--- config.mk ---
export PLATFORM = sky130hd
export DESIGN_NAME = accumulator_alu_n
export DESIGN_NICKNAME = d
export VERILOG_FILES = /design/src/rtl/accum_pkg.sv /design/src/rtl/accum_history.sv /design/src/rtl/accumulator_alu_n.sv
export SDC_FILE = /design/constraint.sdc
export NUM_CORES = 1
export LEC_CHECK = 0
export ABC_AREA = 1
export CAP_MARGIN = 20
export CORE_MARGIN = 4
export CORE_UTILIZATION = 55
export DETAILED_ROUTE_END_ITERATION = 10
export PLACE_DENSITY = 0.77
export SYNTH_ARGS = -nofsm -noshare
export SYNTH_HDL_FRONTEND = slang
export SYNTH_SLANG_ARGS = --single-unit
--- constraint.sdc ---
create_clock -name clk -period 2.3 [get_ports clk]
set_clock_uncertainty 0.15 [all_clocks]
set_input_delay 0.46 -clock clk [delete_from_list [all_inputs] [get_ports clk]]
set_output_delay 0.46 -clock clk [all_outputs]
set_load 0.01 [all_outputs]
--- src/rtl/accum_pkg.sv ---
// Shared definitions for the accumulator ALU.
//   op_t        : 3-bit operation code carried on the accumulator's op port.
//   OP_W        : width of the opcode field.
//   op_counted(): 1 for opcodes that advance op_count (everything but NOP and
//                 the two reserved codes).
package accum_pkg;

  localparam int OP_W = 3;

  typedef enum logic [OP_W-1:0] {
    OP_NOP   = 3'b000,
    OP_ADD   = 3'b001,
    OP_SUB   = 3'b010,
    OP_LOAD  = 3'b011,
    OP_CLEAR = 3'b100,
    OP_UNDO  = 3'b101,
    OP_RSV6  = 3'b110,
    OP_RSV7  = 3'b111
  } op_t;

  function automatic logic op_counted(input op_t op);
    return (op == OP_ADD) || (op == OP_SUB) || (op == OP_LOAD) ||
           (op == OP_CLEAR) || (op == OP_UNDO);
  endfunction

endpackage

--- src/rtl/accum_history.sv ---
// Undo history: a LIFO of up to DEPTH accumulator snapshots. When full, a push
// overwrites the oldest entry so the newest DEPTH values are always kept.
//   clk, rst_n : clock, async active-low reset (empties the history)
//   push_i     : store data_i as the newest entry
//   pop_i      : discard the newest entry (caller guarantees non-empty)
//   data_i     : value to push
//   data_o     : newest entry (valid when empty_o=0)
//   empty_o    : no entries held
//   full_o     : DEPTH entries held
module accum_history #(
  parameter int WIDTH = 8,
  parameter int DEPTH = 4
) (
  input  logic             clk,
  input  logic             rst_n,
  input  logic             push_i,
  input  logic             pop_i,
  input  logic [WIDTH-1:0] data_i,
  output logic [WIDTH-1:0] data_o,
  output logic             empty_o,
  output logic             full_o
);

  localparam int PW = (DEPTH > 1) ? $clog2(DEPTH) : 1;
  localparam int CW = $clog2(DEPTH + 1);

  logic [WIDTH-1:0] mem_q [DEPTH];
  logic [PW-1:0]    ptr_q;  // next slot to write
  logic [CW-1:0]    cnt_q;
  logic [PW-1:0]    top_idx;
  logic [PW-1:0]    nxt_idx;

  // Pointer arithmetic wraps modulo DEPTH, which need not be a power of two.
  assign top_idx = (ptr_q == '0) ? PW'(DEPTH - 1) : ptr_q - PW'(1);
  assign nxt_idx = (ptr_q == PW'(DEPTH - 1)) ? '0 : ptr_q + PW'(1);

  assign data_o  = mem_q[top_idx];
  assign empty_o = (cnt_q == '0);
  assign full_o  = (cnt_q == CW'(DEPTH));

  always_ff @(posedge clk or negedge rst_n) begin
    if (!rst_n) begin
      for (int i = 0; i < DEPTH; i++) mem_q[i] <= '0;
      ptr_q <= '0;
      cnt_q <= '0;
    end else if (push_i) begin
      mem_q[ptr_q] <= data_i;
      ptr_q        <= nxt_idx;
      if (!full_o) cnt_q <= cnt_q + CW'(1);
    end else if (pop_i) begin
      ptr_q <= top_idx;
      cnt_q <= cnt_q - CW'(1);
    end
  end

endmodule

--- src/rtl/accumulator_alu_n.sv ---
// Accumulator ALU with add/sub/load/clear, optional signed saturation, and a
// bounded undo history.
//   clk, reset  : clock, async active-low reset
//   in_valid    : op/A sampled on a rising edge only when 1
//   op, A       : operation code and operand
//   clear_flags : clears ovf_sticky (a same-cycle overflow wins)
//   S           : registered accumulator
//   carry       : ADD carry-out / SUB no-borrow of the last accepted op
//   overflow    : signed overflow of the last accepted op
//   ovf_sticky  : latched overflow
//   undo_err    : one-cycle pulse on UNDO with empty history
//   op_count    : wrapping count of accepted non-NOP ops
module accumulator_alu_n
  import accum_pkg::*;
#(
  parameter int WIDTH  = 8,
  parameter int DEPTH  = 4,
  parameter int SAT_EN = 0,
  parameter int CNT_W  = 8
) (
  input  logic             clk,
  input  logic             reset,
  input  logic             in_valid,
  input  op_t              op,
  input  logic [WIDTH-1:0] A,
  input  logic             clear_flags,
  output logic [WIDTH-1:0] S,
  output logic             carry,
  output logic             overflow,
  output logic             ovf_sticky,
  output logic             undo_err,
  output logic [CNT_W-1:0] op_count
);

  logic [WIDTH-1:0] s_q, s_d;
  logic             carry_q, carry_d;
  logic             ovf_q, ovf_d;
  logic             sticky_q, sticky_d;
  logic             uerr_q, uerr_d;
  logic [CNT_W-1:0] cnt_q, cnt_d;

  logic [WIDTH:0]   sum_add;
  logic [WIDTH:0]   sum_sub;
  logic [WIDTH-1:0] sat_val;
  logic             push, pop;
  logic [WIDTH-1:0] hist_data;
  logic             hist_empty;
  logic             hist_full_unused;

  assign sum_add = {1'b0, s_q} + {1'b0, A};
  assign sum_sub = {1'b0, s_q} + {1'b0, ~A} + (WIDTH+1)'(1);

  // Signed overflow always moves away from S's sign, so S's sign picks the rail.
  assign sat_val = s_q[WIDTH-1] ? {1'b1, {(WIDTH-1){1'b0}}}
                                : {1'b0, {(WIDTH-1){1'b1}}};

  accum_history #(.WIDTH(WIDTH), .DEPTH(DEPTH)) u_history (
    .clk     (clk),
    .rst_n   (reset),
    .push_i  (push),
    .pop_i   (pop),
    .data_i  (s_q),
    .data_o  (hist_data),
    .empty_o (hist_empty),
    .full_o  (hist_full_unused)
  );

  always_comb begin
    s_d      = s_q;
    carry_d  = carry_q;
    ovf_d    = ovf_q;
    sticky_d = sticky_q & ~clear_flags;
    uerr_d   = 1'b0;
    cnt_d    = cnt_q;
    push     = 1'b0;
    pop      = 1'b0;
    if (in_valid) begin
      if (op_counted(op)) cnt_d = cnt_q + CNT_W'(1);
      case (op)
        OP_ADD: begin
          push     = 1'b1;
          carry_d  = sum_add[WIDTH];
          ovf_d    = (s_q[WIDTH-1] == A[WIDTH-1]) &&
                     (sum_add[WIDTH-1] != s_q[WIDTH-1]);
          s_d      = (ovf_d && SAT_EN != 0) ? sat_val : sum_add[WIDTH-1:0];
          sticky_d = sticky_d | ovf_d;
        end
        OP_SUB: begin
          push     = 1'b1;
          carry_d  = sum_sub[WIDTH];
          ovf_d    = (s_q[WIDTH-1] != A[WIDTH-1]) &&
                     (sum_sub[WIDTH-1] != s_q[WIDTH-1]);
          s_d      = (ovf_d && SAT_EN != 0) ? sat_val : sum_sub[WIDTH-1:0];
          sticky_d = sticky_d | ovf_d;
        end
        OP_LOAD: begin
          push    = 1'b1;
          s_d     = A;
          carry_d = 1'b0;
          ovf_d   = 1'b0;
        end
        OP_CLEAR: begin
          push    = 1'b1;
          s_d     = '0;
          carry_d = 1'b0;
          ovf_d   = 1'b0;
        end
        OP_UNDO: begin
          carry_d = 1'b0;
          ovf_d   = 1'b0;
          if (hist_empty) begin
            uerr_d = 1'b1;
          end else begin
            pop = 1'b1;
            s_d = hist_data;
          end
        end
        default: ;
      endcase
    end
  end

  always_ff @(posedge clk or negedge reset) begin
    if (!reset) begin
      s_q      <= '0;
      carry_q  <= 1'b0;
      ovf_q    <= 1'b0;
      sticky_q <= 1'b0;
      uerr_q   <= 1'b0;
      cnt_q    <= '0;
    end else begin
      s_q      <= s_d;
      carry_q  <= carry_d;
      ovf_q    <= ovf_d;
      sticky_q <= sticky_d;
      uerr_q   <= uerr_d;
      cnt_q    <= cnt_d;
    end
  end

  assign S          = s_q;
  assign carry      = carry_q;
  assign overflow   = ovf_q;
  assign ovf_sticky = sticky_q;
  assign undo_err   = uerr_q;
  assign op_count   = cnt_q;

endmodule

==> results of run 1 <==
==> registers in the layout, indices dropped and copies added (netlist names) <==
register         count
u_history.cnt_q      3
undo_err             1
op_count             8
u_history.ptr_q      2
ovf_sticky           1
S                    8
carry                1
u_history.mem_q     32
overflow             1
==> cell usage after synthesis (all sizes together) <==
| master | count |
|---|---|
| nand2 | 129 |
| inv | 63 |
| dfrtp | 57 |
| nand3 | 50 |
| nor2 | 32 |
| a21oi | 22 |
| o21ai | 22 |
| ha | 21 |
| mux2 | 19 |
| nand4 | 13 |
| buf | 10 |
| o21a | 9 |
| clkbuf | 6 |
| xor2 | 6 |
| fa | 3 |
| nor3 | 3 |
| nand3b | 2 |
| or2 | 2 |
| xnor2 | 2 |
| a22oi | 1 |
| a31oi | 1 |
| a32oi | 1 |
==> what timing repair did <==
action                     CTS  global route
gates resized for setup      0            12
hold endpoints to repair    19             0
setup buffers                0             0
hold buffers                 1             0
setup endpoints to repair    0             8
==> final cells by class <==
type                       instances  share of cell area, %
clock buffer                      12                  3.199
timing repair buffer             100                  17.75
tap                               77                  1.987
inverter                          63                  4.876
sequential                        57                  29.41
multi-input combinational        338                  41.95
clock inverter                     3                 0.8256
==> layer usage <==
metal  up-vias  share of wire [%]
met1      1671                 42
li1       1726                  -
met5         -                  0
met3        21                5.7
met2       120                 50
met4         0                2.2
==> through the flow <==
step	instance area [sq um]	setup WS, ns
2_1_floorplan	3751	0.2720
3_3_place_gp	4592	-0.2357
3_5_place_dp	4592	-0.2961
4_1_cts	4797	0.01519
5_1_grt	4850	0.01801
6_report	4850	0.07030
==> report_power, final <==
part           leakage (uW)  switching, uW  internal (uW)  total, uW
Clock              0.000102            395            550        945
Combinational       0.00164           1630           1440       3080
Sequential         0.000699            346           1440       1790
Total               0.00244           2380           3440       5810
==> placed cells by master (no fill, tap or decap), drive strengths merged, types with 19 or more instances in the layout <==
| cell type | n |
|---|---|
| nand2 | 129 |
| buf | 66 |
| inv | 63 |
| dfrtp | 57 |
| nand3 | 50 |
| clkdlybuf4s50 | 32 |
| nor2 | 32 |
| o21ai | 22 |
| a21oi | 22 |
| ha | 21 |
| mux2 | 19 |
==> path summary, 6_finish.rpt <==
kind	from	to	slack, ns	depth (start not counted)
setup / recovery	A[0]	S[2]$_DFFE_PN0P_	0.07	9
hold / removal	u_history.cnt_q[2]$_DFFE_PN0P_	u_history.cnt_q[2]$_DFFE_PN0P_	0.33	2
setup reg to reg	S[0]$_DFFE_PN0P_	S[2]$_DFFE_PN0P_	0.22	9
hold reg to reg	u_history.cnt_q[2]$_DFFE_PN0P_	u_history.cnt_q[2]$_DFFE_PN0P_	0.33	2
max in group asynchronous	reset	S[2]$_DFFE_PN0P_	0.94	3
min in group asynchronous	reset	op_count[2]$_DFFE_PN0P_	0.49	2
==> worst reg2reg max path, delay by kind of cell, from the launching register on <==
family / cells / cell delay, ns
AO/OA/AOI/OAI: 1 / 0.22
adder cells (fa/ha/maj): 2 / 0.54
buffers and inverters: 2 / 0.19
flip-flops: 1 / 0.37
AND/OR/NAND/NOR: 4 / 0.51
==> cell families after synthesis <==
| kind of cell | after synthesis | synth area share, % |
|---|---|---|
| DFF | 57 | 38.03 |
| xor gates and xnor gates | 8 | 1.868 |
| buffers and inverters | 79 | 9.073 |
| muxes | 19 | 5.704 |
| adders and majority gates | 24 | 8.606 |
| and+or+nand+nor | 231 | 27.85 |
| AOI/OAI and AO/OA | 56 | 8.873 |
==> out/metrics.yaml, run 1 <==
global_route:
  use_met3_pct: 5.500
  grt_busiest_layer: "met2"
  groute.usage.overall_pct: 25.26
  grt_max_degree: 39
  grt_first_pass_wirelength_mm: 16.70
  grt.met1_usage_pct: 31.27
  global_route.usage.met2_pct: 42.19
  first_global_vias: 3595
  antenna_found_initial: 0
  overflow: 0
logic_synthesis:
  ys_top_cells_by_area: "dfrtp_1, nand2_1, ha_1, nand3_1, inv_1"
  synth.avg_cell_area_sq_um: 7.914
  synth_top_area_share_pct: 38.03
  synth_area_sq_mm: 0.003751
  postSynthCellCount: 474
  post_synth_num_cell_types: 31
  postSynthNetCount: 513
  seq_area_frac_synth_pct: 38.03
  ys_warn_count: 0
  synth.ff_latch_count: 57
  synth_largest_area_cell: "dfrtp_1"
placement:
  place.gp.congestion: 0.9816
  post-dp-hpwl_mm: 7.550
  portBuffers: 34
  place.detailed.instances: 634
clocking:
  clk_pin_slew_worst_paths_ns: 0.06
  tritoncts: "built"
  insertion_delay_ns: 0.34
  cts_root_buffer: "clkbuf_8"
  htreeDepth: 3
  cts_buffer_depth: 2
  tritoncts.num_buffers: 9
  cts.sinks: 57
setup_path:
  critical_path_peak_fanout: 4
  timing.critical_path.mode_cell: "nand2_1"
  critical_path.n_buffers_inverters: 2
  startpoint_type: "input port"
  critPathArrivalTime_ns: 2.31
  timing.critical_path.slowest_cell_delay_ns: 0.52
  cp_cell_sequence: "clkdlybuf4s50_1, ha_1, inv_1, fa_2, or2_2, a32oi_1, nand3_1, nand2_1, nand2_1"
  kind_of_cell_adding_the_most_delay_to_the_critical_path: "buffers and inverters"
  critPathSlowestCell: "clkdlybuf4s50_1"
  timing_worst_setup_path_type: "in -> reg"
  critical_path_required_ns: 2.38
  crit_path_end_kind: "flop"
drt:
  detail_route.wirelength_mm: 9.898
  detail_route.wl_per_cell_um: 15.23
  firstDrtPassIters: 5
  post-route-drc-count: 0
  drt_iter0_markers: 223
  detail-route-antenna-nets: 0
  avg_vias_per_cell: 5.443
  route.vias.total: 3538
die:
  core_area_sq_mm: 0.006495
  chipWidth_um: 90.59
  start_util_pct: 57.75
  ios: 35
  std_cell_rows: 29
  chipHeight_um: 90.59
  die_area_sq_mm: 0.008206
sta:
  worst-slew-pin-transition_ns: 0.5403
  hold_violations: 0
  finalMaxSlewViolations: 0
  whs_ns: 0.3258
  fin_tns_setup_ns: 0
  max_freq_mhz: 448.5
  report.final.setup_viol: 0
  rsz0062_at_grt: "false"
  layout_worst_path_cycle_share_pct: 96.94
  final_period_minus_worst_setup_slack_ns: 2.230
  timing.slew.headroom_pct: 63.98
finish:
  drive_above_1_share_pct: 22.86
  num_antenna_cells: 0
  ff_latch_area_sq_mm: 0.001426
  fin_cells: 650
  final_nets: 608
  multiInputGateArea_sq_mm: 0.002034
  fillCellCount: 499
  synthToLayoutAreaGrowth_pct: 29.29
  final_util_pct: 74.67
power_and_ir_drop:
  static-leakage-power_uw: 0.002443
  power.density_cell_area_mw_per_mm2: 1199
  ir_worst_vdd_v: 0.0008485
  total_power_uw: 5815
flow_run:
  max_cap_viol_count: 0
min_path:
  holdCritPathClass: "reg -> reg"
outcome:
  outcome: "complete, no violations"
(Power assumes the default switching activity.)
==> inputs of run 2 (changes only) <==
Settings changed: CORE_UTILIZATION 55 to 52, PLACE_DENSITY 0.77 to 0.76.
Clock period 2.3 ns to 1.8 ns, I/O delays scaled along.
==> run 2 against run 1 <==
  * Global-route usage down 0.059 points
  * Total power up 49%
  * Design area rose by 11%
  * The flow now finishes with violations (negative setup slack)
  * Sequential power grew 25%
  * Largest cell class unchanged
  * Largest power group unchanged
  * Cell count up 8.0%
  * Combinational power rose by 57%
  * Non-clock buffer count grew 32
  * Critical endpoint unchanged
==> out/metrics.yaml, run 2 (same netlist as run 1, synthesis figures left out) <==
drt:
  avg_vias_per_cell: 5.301  # -2.6%
  firstDrtPassIters: 5  # unchanged
  routedLengthMet1_mm: 4.471  # +7.2%
  detail_route.wl_per_cell_um: 14.99  # -1.6%
  drt_iter0_markers: 240  # +7.6%
  post-route-drc-count: 0  # unchanged
  route.vias.total: 3721  # +5.2%
  detail_route.wirelength_mm: 10.52  # +6.3%
  detailroute.wirelength.met2_mm: 5.216  # +5.6%
  detail-route-antenna-nets: 0  # unchanged
  routed-wl-met3_um: 596  # +5.1%
  routed.top_layer: "met4"
min_path:
  worstHoldStart: "u_history.cnt_q[2]$_DFFE_PN0P_"
  holdCritPathClass: "reg -> reg"
  min_path_cells: 2  # unchanged
sta:
  setup_slack_ns: -0.1665  # -0.2368 ns
  finalMaxSlewViolations: 0  # unchanged
  report.final.setup_viol: 4  # +4
  fin_tns_setup_ns: -0.4031  # -0.4031 ns
  worst-slew-pin-transition_ns: 0.3501  # -0.1902 ns
  timing.slew.headroom_pct: 76.48  # +12 points
  whs_ns: 0.3258  # +0.000002000 ns
  rsz0062_at_grt: "true"
  layout_worst_path_cycle_share_pct: 109.3
  final_period_minus_worst_setup_slack_ns: 1.967
  max_freq_mhz: 508.5
  hold_violations: 0  # unchanged
clocking:
  cts_buffer_depth: 2  # unchanged
  clk_pin_slew_worst_paths_ns: 0.07  # about the same
  insertion_delay_ns: 0.34  # about the same
  htreeDepth: 3  # unchanged
  cts.sinks: 57  # unchanged
  cts_root_buffer: "clkbuf_8"
  tritoncts: "built"
  tritoncts.num_buffers: 9  # unchanged
global_route:
  antenna_found_initial: 0  # unchanged
  grt_max_degree: 58  # +49%
  groute.usage.overall_pct: 25.20  # -0.059 points
  overflow: 0  # unchanged
  first_global_vias: 3720  # +3.5%
  grt_first_pass_wirelength_mm: 17.31  # +3.7%
outcome:
  failed_checks: "negative setup slack"
  outcome: "finished with violations"
placement:
  post-dp-hpwl_mm: 7.494  # -0.74%
  place.gp.congestion: 0.9193  # -6.3%
  place.detailed.instances: 677  # +6.8%
  portBuffers: 34  # unchanged
  post_dp_cell_area_sq_mm: 0.004851  # +5.6%
setup_path:
  critical_path_peak_fanout: 4  # unchanged
  critPathSlowestCell: "dfrtp_2"
  critical_path.reg2reg.startpoint: "S[0]$_DFFE_PN0P_"
  crit_path_end_kind: "flop"
  cp_cell_sequence: "inv_2, ha_4, inv_4, fa_2, or2_4, a32oi_2, nand3_1, nand2_1, nand2_1"
  critPathArrivalTime_ns: 2.04  # -0.27 ns
  cp.depth: 9  # unchanged
  startpoint_type: "flop"
  timing.critical_path.from: "S[0]$_DFFE_PN0P_"
  timing.critical_path.mode_cell: "nand2_1"
  timing_worst_setup_path_type: "reg -> reg"
  rr_worst_depth: 9  # unchanged
  kind_of_cell_adding_the_most_delay_to_the_critical_path: "adder cells"
  timing.critical_path.slowest_cell_delay_ns: 0.42  # -0.10 ns
  critical_path_required_ns: 1.87  # -0.51 ns
  critical_path.n_buffers_inverters: 2  # unchanged
power_and_ir_drop:
  switchingPower_uw: 3429  # +44%
  clock_power_share_pct: 18.3  # +2.1 points
  sequentialPowerShare_pct: 25.9  # -4.9 points
  ir_worst_vdd_v: 0.001018  # +20%
  static-leakage-power_uw: 0.002701  # +11%
  power.density_cell_area_mw_per_mm2: 1605  # +34%
  p_int_uw: 5222  # +52%
  power.combinational.fraction_pct: 55.8  # +2.8 points
  power_switching_share_pct: 39.64  # -1.2 points
die:
  die_area_sq_mm: 0.008637  # +5.3%
  start_util_pct: 54.31  # -3.4 points
  core_area_sq_mm: 0.006907  # +6.3%
  std_cell_rows: 30  # +3.4%
  chipHeight_um: 92.94  # +2.6%
  chipWidth_um: 92.94  # +2.6%
  ios: 35  # unchanged
finish:
  fin_area_sq_mm: 0.005391  # +11%
  final_util_pct: 78.06  # +3.4 points
  synthToLayoutAreaGrowth_pct: 43.73
  num_antenna_cells: 0  # unchanged
  final_cell_mix: "nand2_1, buf_4, dfrtp_1, inv_1, nand3_1"
  regMostFlops: "u_history.mem_q"
  final_nets: 640  # +5.3%
  largest_register_ff_count: 32  # unchanged
  drive_above_1_share_pct: 36.30  # +13 points
  most_common_cell_after_layout_fill_and_taps_aside: "nand2_1"
  fin_cells: 702  # +8.0%
flow_run:
  max_cap_viol_count: 0  # unchanged
## run 2: power by group through the flow
stage	Clock, uW	Sequential, uW	Combinational (uW)
4_1_cts	1590	2230	4510
2_1_floorplan	0	2310	2290
6_report	1580	2240	4830
5_1_grt	1650	2310	5270
3_5_place_dp	0	2260	4210
3_3_place_gp	0	2210	4070
## run 2: final cells by class
type / instances / area [sq um]
sequential: 57 / 1433
fill: 470 / 1515
timing repair buffer: 132 / 1096
clock inverter: 6 / 130.1
clock buffer: 10 / 127.6
multi-input combinational: 338 / 2243
inverter: 63 / 241.5
tap: 96 / 120.1
## run 2: metal layers
metal  global-route usage, %  vias to the layer above
li1                        -                     1788
met1                   31.58                     1790
met2                   44.57                      118
met3                   3.981                       25
met4                   7.448                        0
met5                       0                        -
## run 2: timing repair
action	4_1_cts	5_1_grt
hold buffers	1	0
setup buffers	6	2
gates cloned	0	0
hold endpoints to repair	57	0
gates resized for setup	49	46
endpoints found under the setup margin	68	20
pin swaps	10	25
## run 2: worst reg2reg max path, delay by kind of cell, from the launching register on
family	cells	cell delay [ns]
AO/OA/AOI/OAI	1	0.20
adder cells (fa/ha/maj)	2	0.50
buffers and inverters	2	0.11
flip-flops	1	0.42
AND/OR/NAND/NOR	4	0.46
## run 2: final timing paths
kind | to | slack (ns)
setup / recovery | S[2]$_DFFE_PN0P_ | -0.17
hold / removal | u_history.cnt_q[2]$_DFFE_PN0P_ | 0.33
setup reg to reg | S[2]$_DFFE_PN0P_ | -0.17
hold reg to reg | u_history.cnt_q[2]$_DFFE_PN0P_ | 0.33
max in group asynchronous | S[3]$_DFFE_PN0P_ | 0.82
min in group asynchronous | op_count[3]$_DFFE_PN0P_ | 0.38
## run 2: through the flow
stage	total power [uW]	worst slack, ns
finish	8651	-0.1665
global route	9229	-0.2209
CTS	8324	-0.1529
detailed placement	6468	-0.6644
global placement	6287	-0.6114
floorplan	4602	-0.1229
==> inputs of run 3 (changes only) <==
Settings changed: CORE_UTILIZATION 52 to 50, PLACE_DENSITY 0.76 to 0.74, RECOVER_POWER set to 25.
==> run 3 against run 2 <==
  * The run still ends with negative setup slack left
  * Die area grew 3.6%
  * First-iteration DRC count shrank 25%
  * Global-route usage down 0.55 points
  * Combinational power down 2%
  * Critical path type unchanged
==> out/metrics.yaml, run 3 (same netlist as run 1, synthesis figures left out) <==
outcome:
  outcome: "finished with violations"
  failed_checks: "negative setup slack"
setup_path:
  startpoint_type: "flop"
  timing_worst_setup_path_type: "reg -> reg"
  critical_path_required_ns: 1.89  # +0.02 ns
  crit_path_end_kind: "flop"
  critical_path_peak_fanout: 4  # unchanged
  rr_worst_depth: 9  # unchanged
  critPathArrivalTime_ns: 2.06  # +0.02 ns
  cp_cell_sequence: "inv_2, ha_4, inv_2, fa_2, or2_4, a32oi_1, nand3_1, nand2_1, nand2_1"
  timing.critical_path.slowest_cell_delay_ns: 0.42  # about the same
  critPathSlowestCell: "dfrtp_2"
finish:
  largest_register_ff_count: 32  # unchanged
  most_common_cell_after_layout_fill_and_taps_aside: "nand2_1"
  drive_above_1_share_pct: 35.43  # -0.87 points
  fin_cells: 703  # +0.14%
  regMostFlops: "u_history.mem_q"
  final_cell_mix: "nand2_1, buf_4, dfrtp_1, inv_1, nand3_1"
  synthToLayoutAreaGrowth_pct: 42.53
  final_nets: 638  # -0.31%
  fillCellCount: 545  # +16%
  fin_area_sq_mm: 0.005346  # -0.84%
  num_antenna_cells: 0  # unchanged
sta:
  layout_worst_path_cycle_share_pct: 109.5  # +0.24 points
  finalMaxSlewViolations: 0  # unchanged
  worst-slew-pin-transition_ns: 0.8160  # +0.4659 ns
  max_freq_mhz: 507.4  # -0.22%
  whs_ns: 0.3264  # +0.0005700 ns
  rsz0062_at_grt: "true"
  final_period_minus_worst_setup_slack_ns: 1.971  # +0.004335 ns
  report.final.setup_viol: 4  # unchanged
  setup_slack_ns: -0.1708  # -0.004335 ns
  timing.slew.headroom_pct: 45.60  # -31 points
  hold_violations: 0  # unchanged
global_route:
  overflow: 0  # unchanged
  grt_max_degree: 58  # unchanged
  antenna_found_initial: 0  # unchanged
  grt_first_pass_wirelength_mm: 17.11  # -1.2%
  groute.usage.overall_pct: 24.65  # -0.55 points
  first_global_vias: 3661  # -1.6%
die:
  chipHeight_um: 94.62  # +1.8%
  start_util_pct: 51.72  # -2.6 points
  core_area_sq_mm: 0.007253  # +5.0%
  ios: 35  # unchanged
  chipWidth_um: 94.62  # +1.8%
  die_area_sq_mm: 0.008952  # +3.6%
  std_cell_rows: 31  # +3.3%
placement:
  place.gp.congestion: 0.9436  # +2.6%
  post-dp-hpwl_mm: 7.434  # -0.81%
  place.detailed.instances: 673  # -0.59%
  portBuffers: 34  # unchanged
  post_dp_cell_area_sq_mm: 0.004790  # -1.3%
clocking:
  cts_root_buffer: "clkbuf_8"
  htreeDepth: 3  # unchanged
  clk_pin_slew_worst_paths_ns: 0.07  # about the same
  cts_buffer_depth: 2  # unchanged
  insertion_delay_ns: 0.34  # about the same
  tritoncts.num_buffers: 9  # unchanged
  cts.sinks: 57  # unchanged
  tritoncts: "built"
drt:
  firstDrtPassIters: 5  # unchanged
  route.vias.total: 3654  # -1.8%
  detail_route.wirelength_mm: 10.49  # -0.27%
  detail-route-antenna-nets: 0  # unchanged
  post-route-drc-count: 0  # unchanged
  drt_iter0_markers: 179  # -25%
  detail_route.wl_per_cell_um: 14.92  # -0.41%
  avg_vias_per_cell: 5.198  # -1.9%
power_and_ir_drop:
  static-leakage-power_uw: 0.002699  # about the same
  ir_worst_vdd_v: 0.0007948  # -22%
  power.density_cell_area_mw_per_mm2: 1580  # -1.5%
min_path:
  holdCritPathClass: "reg -> reg"
  min_path_cells: 2  # unchanged
flow_run:
  max_cap_viol_count: 0  # unchanged
[run 3: cell count changes in the layout (fill, tap and decap cells not counted), sizes merged]
cell	change
dlymetal6s2s	+3
clkdlybuf4s50	+1
clkbuf	+1
clkinvlp	+1
bufinv	-1
clkdlybuf4s15	+2
dlygate4sd2	-5
clkinv	-1
buf	-3
[run 3: power by group]
group | total, uW | switching [uW] | internal [uW]
sequential | 2240 | 384 | 1860
combinational | 4720 | 2460 | 2270
clock | 1490 | 531 | 955
total | 8450 | 3370 | 5080
[run 3: layout make-up]
class	instances	area (sq um)	area share, %
Clock buffer	11	141.4	2.645
Clock inverter	5	102.6	1.919
Sequential cell	57	1433	26.80
Multi-Input combinational cell	338	2232	41.75
Inverter	63	239.0	4.470
Timing Repair Buffer	130	1075	20.10
Tap cell	99	123.9	2.317
[run 3: worst max-delay path, delay by kind of cell (launching register included)]
family | cells | cell delay [ns]
flip-flops | 1 | 0.42
AND/OR/NAND/NOR | 4 | 0.45
AO/OA/AOI/OAI | 1 | 0.19
buffers and inverters | 2 | 0.12
adder cells (fa/ha/maj) | 2 | 0.53
[run 3: metal layers]
metal | track usage [%] | wire length, um
met1 | 30.70 | 4429
met2 | 43.22 | 5308
met3 | 4.303 | 523
met4 | 7.933 | 231
met5 | 0 | 0
[run 3: metrics by stage]
| stage | util, % | total power (uW) | TNS (ns) | setup WS (ns) |
|---|---|---|---|---|
| 6_report | 73.71 | 8450 | -0.5364 | -0.1708 |
| 5_1_grt | 73.71 | 9051 | -1.365 | -0.2448 |
| 4_1_cts | 72.47 | 8218 | -0.4659 | -0.1301 |
| 3_5_place_dp | 66.03 | 6370 | -28.22 | -0.6338 |
| 3_3_place_gp | 66.03 | 6210 | -25.39 | -0.5822 |
| 2_1_floorplan | - | 4602 | -0.3200 | -0.1229 |
[run 3: final timing paths]
check / start / to / slack [ns]
setup / recovery: S[0]$_DFFE_PN0P_ / S[2]$_DFFE_PN0P_ / -0.17
hold / removal: ovf_sticky$_DFF_PN0_ / ovf_sticky$_DFF_PN0_ / 0.33
setup reg to reg: S[0]$_DFFE_PN0P_ / S[2]$_DFFE_PN0P_ / -0.17
hold reg to reg: ovf_sticky$_DFF_PN0_ / ovf_sticky$_DFF_PN0_ / 0.33
max in group asynchronous: reset / S[3]$_DFFE_PN0P_ / 0.28
min in group asynchronous: reset / S[2]$_DFFE_PN0P_ / 0.62
[run 3: repair_timing]
action	in CTS	in global routing
setup buffers	11	2
hold buffers	1	0
pin swaps	7	16
resized for setup	55	33
hold endpoints to repair	57	0
setup endpoints to repair	67	31
